**src/rtl/and_mon_pkg.sv**
```systemverilog
// Shared types and default parameters for the AND-stage output monitor.
// Latency: n/a (definitions only); backpressure: none.
package and_mon_pkg;

    typedef enum logic [1:0] {
        IDLE = 2'd0,
        RUN  = 2'd1,
        QUAL = 2'd2
    } state_t;

    localparam int MIN_RUN_DEF = 3;
    localparam int CNT_W_DEF   = 8;

endpackage

```
**src/rtl/sat_counter.sv**
```systemverilog
// Saturating up-counter; clr wins over a same-cycle increment.
// Latency: 1 cycle from inc/clr to cnt; backpressure: none, holds at all-ones.
module sat_counter #(
    parameter int W = 8
) (
    input  logic         clk,
    input  logic         rst,
    input  logic         inc,
    input  logic         clr,
    output logic [W-1:0] cnt
);

    logic [W-1:0] r_cnt;

    always_ff @(posedge clk or negedge rst) begin
        if (!rst) begin
            r_cnt <= '0;
        end else if (clr) begin
            r_cnt <= '0;
        end else if (inc && (r_cnt != {W{1'b1}})) begin
            r_cnt <= r_cnt + 1'b1;
        end
    end

    assign cnt = r_cnt;

endmodule

```
**src/rtl/and_out_monitor.sv**
```systemverilog
// Registers the AND-stage output and qualifies runs of consecutive highs.
// Latency: 1 cycle input register plus 1 cycle FSM; backpressure: none.
module and_out_monitor
    import and_mon_pkg::*;
#(
    parameter int MIN_RUN = MIN_RUN_DEF,
    parameter int CNT_W   = CNT_W_DEF
) (
    input  logic             clk,
    input  logic             rst,
    input  logic             en,
    input  logic             clr,
    input  logic             y_in,
    output logic             y_q,
    output logic             busy,
    output logic [CNT_W-1:0] run_len,
    output logic             run_ok,
    output logic             run_short,
    output logic [CNT_W-1:0] pass_cnt,
    output logic [CNT_W-1:0] fail_cnt
);

    localparam logic [CNT_W-1:0] LEN_ONE = CNT_W'(1);
    localparam logic [CNT_W-1:0] MIN_LEN = CNT_W'(MIN_RUN);

    state_t           r_state;
    logic             r_y_q;
    logic             r_busy;
    logic [CNT_W-1:0] r_run_len;
    logic             r_run_ok;
    logic             r_run_short;

    state_t           w_next_state;
    logic [CNT_W-1:0] w_next_len;
    logic [CNT_W-1:0] w_len_inc;
    logic             w_ok;
    logic             w_short;

    assign w_len_inc = r_run_len + LEN_ONE;

    // en low aborts any run silently, ahead of y_q.
    always_comb begin
        w_next_state = r_state;
        w_next_len   = r_run_len;
        w_ok         = 1'b0;
        w_short      = 1'b0;
        case (r_state)
            IDLE: begin
                if (en && r_y_q) begin
                    w_next_len = LEN_ONE;
                    if (MIN_RUN == 1) begin
                        w_next_state = QUAL;
                        w_ok         = 1'b1;
                    end else begin
                        w_next_state = RUN;
                    end
                end else begin
                    w_next_len = '0;
                end
            end
            RUN: begin
                if (!en) begin
                    w_next_state = IDLE;
                    w_next_len   = '0;
                end else if (r_y_q) begin
                    w_next_len = w_len_inc;
                    if (w_len_inc == MIN_LEN) begin
                        w_next_state = QUAL;
                        w_ok         = 1'b1;
                    end
                end else begin
                    w_next_state = IDLE;
                    w_next_len   = '0;
                    w_short      = 1'b1;
                end
            end
            QUAL: begin
                if (!en || !r_y_q) begin
                    w_next_state = IDLE;
                    w_next_len   = '0;
                end else if (r_run_len != {CNT_W{1'b1}}) begin
                    w_next_len = w_len_inc;
                end
            end
            default: begin
                w_next_state = IDLE;
                w_next_len   = '0;
            end
        endcase
    end

    always_ff @(posedge clk or negedge rst) begin
        if (!rst) begin
            r_state     <= IDLE;
            r_y_q       <= 1'b0;
            r_busy      <= 1'b0;
            r_run_len   <= '0;
            r_run_ok    <= 1'b0;
            r_run_short <= 1'b0;
        end else begin
            r_state     <= w_next_state;
            r_y_q       <= y_in;
            r_busy      <= (w_next_state != IDLE);
            r_run_len   <= w_next_len;
            r_run_ok    <= w_ok;
            r_run_short <= w_short;
        end
    end

    sat_counter #(.W(CNT_W)) u_pass_cnt (
        .clk (clk),
        .rst (rst),
        .inc (w_ok),
        .clr (clr),
        .cnt (pass_cnt)
    );

    sat_counter #(.W(CNT_W)) u_fail_cnt (
        .clk (clk),
        .rst (rst),
        .inc (w_short),
        .clr (clr),
        .cnt (fail_cnt)
    );

    assign y_q       = r_y_q;
    assign busy      = r_busy;
    assign run_len   = r_run_len;
    assign run_ok    = r_run_ok;
    assign run_short = r_run_short;

endmodule
```
**config.mk**
```make
export PLATFORM = sky130hd
export DESIGN_NAME = and_out_monitor
export DESIGN_NICKNAME = d
export VERILOG_FILES = /design/src/rtl/and_mon_pkg.sv /design/src/rtl/sat_counter.sv /design/src/rtl/and_out_monitor.sv
export SDC_FILE = /design/constraint.sdc
export NUM_CORES = 1
export LEC_CHECK = 0
export CORE_ASPECT_RATIO = 1.2
export CORE_MARGIN = 3
export CORE_UTILIZATION = 51
export DETAILED_ROUTE_END_ITERATION = 6
export PLACE_DENSITY = 0.8
export REMOVE_ABC_BUFFERS = 1
export SETUP_SLACK_MARGIN = 0.4
export SYNTH_ARGS = -nofsm -noshare
export SYNTH_HDL_FRONTEND = slang
export SYNTH_SLANG_ARGS = --single-unit
export TNS_END_PERCENT = 5
```
**constraint.sdc**
```tcl
create_clock -name clk -period 2.6 [get_ports clk]
set_input_delay 0.52 -clock clk [delete_from_list [all_inputs] [get_ports clk]]
set_output_delay 0.52 -clock clk [all_outputs]
set_load 0.01 [all_outputs]
```
==> flow_summary.json <==
{
  "grt_use_met2": 0.3616,
  "drt_wl_total_mm": 3.802,
  "dp_cells": 224,
  "end_kind": "flop",
  "drive_gt1_frac": 0.1275,
  "cp_slowest_stage_delay_ns": 0.45,
  "clk_pin_slew_ns": 0.10,
  "worstRegToRegCells": 7,
  "synth_edf_count": 0,
  "grt_util_met1": 0.2370,
  "first_pass_iters": 4,
  "initial_utilization": 0.5573,
  "critPathMaxFanout": 6,
  "antennaDiodeCount": 0,
  "fillCellCount": 209,
  "drc_errors": 0,
  "track_usage": 0.2113,
  "tns_ns": 0,
  "hold_viol_final": 0,
  "hold_path.class": "input pin to async pin",
  "synth_seq_cells": 30,
  "busiest_layer": "met2",
  "core_area_um2": 2917,
  "worst_pin_slew_ns": 0.4238,
  "nets": 212,
  "max-vdd-ir-drop_uv": 364.6,
  "rows": 21,
  "synthTopCellsByArea": "dfrtp_1 46%, nand2_1 4.4%, xnor2_1 3.8%",
  "critPathBufInv": 1,
  "dr.first_iter.drc_count": 62,
  "ys_types": 44,
  "grt_max_degree": 31,
  "yosys_warnings": 0,
  "synth_area_per_cell_um2": 10.10,
  "period_needed_ns": 2.109,
  "clk_latency_ns": 0.33,
  "start_kind": "flop",
  "htreeDepth": 2,
  "ys_seq_area_frac": 0.4619,
  "cts_tree": "done",
  "drv_slew": 0,
  "port_buffers": 32,
  "synth_top_area_cell": "dfrtp_1",
  "use_met3": 0.06415,
  "arrival_ns": 2.36,
  "clock_skew_ns": 0.007920,
  "period_share": 0.8112,
  "setup_viol": 0,
  "r2r_slack_ns": 0.49,
  "synth.top_cell.area_share": 0.4619,
  "crit_family": "compound AO/OA/AOI/OAI gates",
  "cp_slowest_cell": "dfrtp_2",
  "hpwlAfterDp_mm": 2.613,
  "ant_nets": 0,
  "grt_pass1_wl_mm": 6.279,
  "clockBufferDepth": 2,
  "p_leak_nw": 0.9193,
  "via_per_inst": 5.895,
  "synthToLayoutAreaGrowth_pct": 29.10,
  "async_flop_share": 1.000,
  "drv_cap": 0,
  "ys.flop_type": "dfrtp_1",
  "fp.dieW_um": 57.54,
  "synthCells": 161,
  "path_cells": "ha_2 > a311oi_1 > a31o_1 > o2111ai_4 > buf_4 > or3_1 > a21oi_1",
  "num_io_pins": 33,
  "run_status": "completed",
  "maxSlewHeadroom": 0.7166,
  "cts.sinks": 30,
  "synth_most_common_cell": "dfrtp_1",
  "pwr_density_cell_nw_per_um2": 389.6,
  "gp_congestion": 0.8188,
  "synth_common_cells": "30 x dfrtp_1, 19 x nand2_1, 10 x nor2_1, 8 x a21oi_1",
  "dieHeight_um": 67.84,
  "fin_cells": 238,
  "rr_startpoint": "run_len[1]",
  "design.die.area_um2": 3903,
  "reg2reg_to": "u_pass_cnt.cnt[3]",
  "crit_required_ns": 2.86,
  "syn-cell-area_um2": 1625,
  "finish.utilization": 0.7194,
  "cts_root_buf": "clkbuf_4",
  "fmax_mhz": 474.1,
  "rsz0062_at_grt": "no",
  "gr-total-overflow": 0,
  "cts_made_buffers": 5,
  "routedWlPerCell_um": 15.97,
  "antenna_found_initial": 0,
  "grt_pass1_vias": 1392,
  "via_count": 1403,
  "worstSetupPathType": "flop to flop"
}
## sequential cells by signal (all words and copies together) (netlist names)
signal          cells
run_short           1
u_pass_cnt.cnt      8
busy                1
run_len             8
u_fail_cnt.cnt      8
run_ok              1
r_state             2
y_q                 1
## report_power, final
part	total, mW	internal, mW	switching [mW]	leakage [nW]
clock	0.293	0.131	0.162	0.0353
sequential	0.476	0.471	0.00513	0.410
combinational	0.0489	0.0209	0.0280	0.474
## cells by family after synthesis
kind of cell,count (synthesis),synth area share
AOI/OAI and AO/OA,32,0.1609
and+or+nand+nor,70,0.2394
muxes,2,0.01309
adders and majority gates,4,0.03079
DFF,30,0.4619
buffers and inverters,10,0.02386
xor gates and xnor gates,13,0.07005
## area by class of cell
cell class | count | area (µm²) | share of cell area
inverters | 4 | 15.01 | 0.007156
well taps | 34 | 42.54 | 0.02027
multi-input cells | 121 | 839.6 | 0.4001
repair buffers | 41 | 387.9 | 0.1849
flip-flops and latches | 30 | 753.2 | 0.3590
clock buffers | 7 | 55.05 | 0.02624
clock inverters | 1 | 5.005 | 0.002385
## worst max path at each step
stage | from | endpoint | cells past startpoint
after floorplan | run_len[0] | u_pass_cnt.cnt[0] | 6
after global placement | en | u_pass_cnt.cnt[5] | 6
after detailed placement | en | u_pass_cnt.cnt[5] | 6
after CTS | run_len[0] | u_pass_cnt.cnt[5] | 6
after global routing | run_len[1] | u_pass_cnt.cnt[5] | 6
final | run_len[1] | u_pass_cnt.cnt[3] | 7
## metal layers
layer / part of all wire / wire length (µm) / vias up
met2: 0.52 / 1987 / 47
met4: 0.015 / 56 / 0
met1: 0.41 / 1571 / 680
met3: 0.049 / 187 / 6
li1: - / - / 670
met5: 0 / 0 / -
## cells in the final DEF, fill, tap and decap left out, types with 2 or more instances in the layout
cell             instances
and4_4                   2
o21ai_1                  5
clkdlybuf4s50_1         32
dfrtp_1                 28
buf_4                    9
o31ai_1                  3
nand4_1                  5
and3b_1                  2
nand4b_1                 2
and2_1                   3
nand2_1                 19
and3_1                   5
xnor2_1                  7
nor2b_1                  2
a21oi_1                  8
or4_1                    2
a311oi_1                 4
clkbuf_4                 5
or3_1                    3
xor2_1                   6
ha_1                     3
nand3_1                  7
inv_1                    4
nor3_1                   2
dfrtp_2                  2
nor2_1                  10
## metrics by stage
step           worst slack, ns  power [mW]  instance area, µm²  hold slack [ns]
2_1_floorplan           0.5208      0.4978                1602           0.2244
3_3_place_gp            0.3501      0.5299                1987           0.5500
3_5_place_dp            0.2932      0.5314                1987           0.5680
4_1_cts                 0.4412      0.8247                2072           0.5577
5_1_grt                 0.3920      0.8550                2098           0.5739
6_report                0.4908      0.8175                2098           0.5602
## what timing repair did
| action | 4_1_cts | 5_1_grt |
|---|---|---|
| pin swaps | 1 | 0 |
| hold buffers | 0 | 0 |
| endpoints found under the setup margin | 3 | 7 |
| resized for setup | 2 | 2 |
| setup buffers | 3 | 3 |
(Power assumes the default switching activity.)
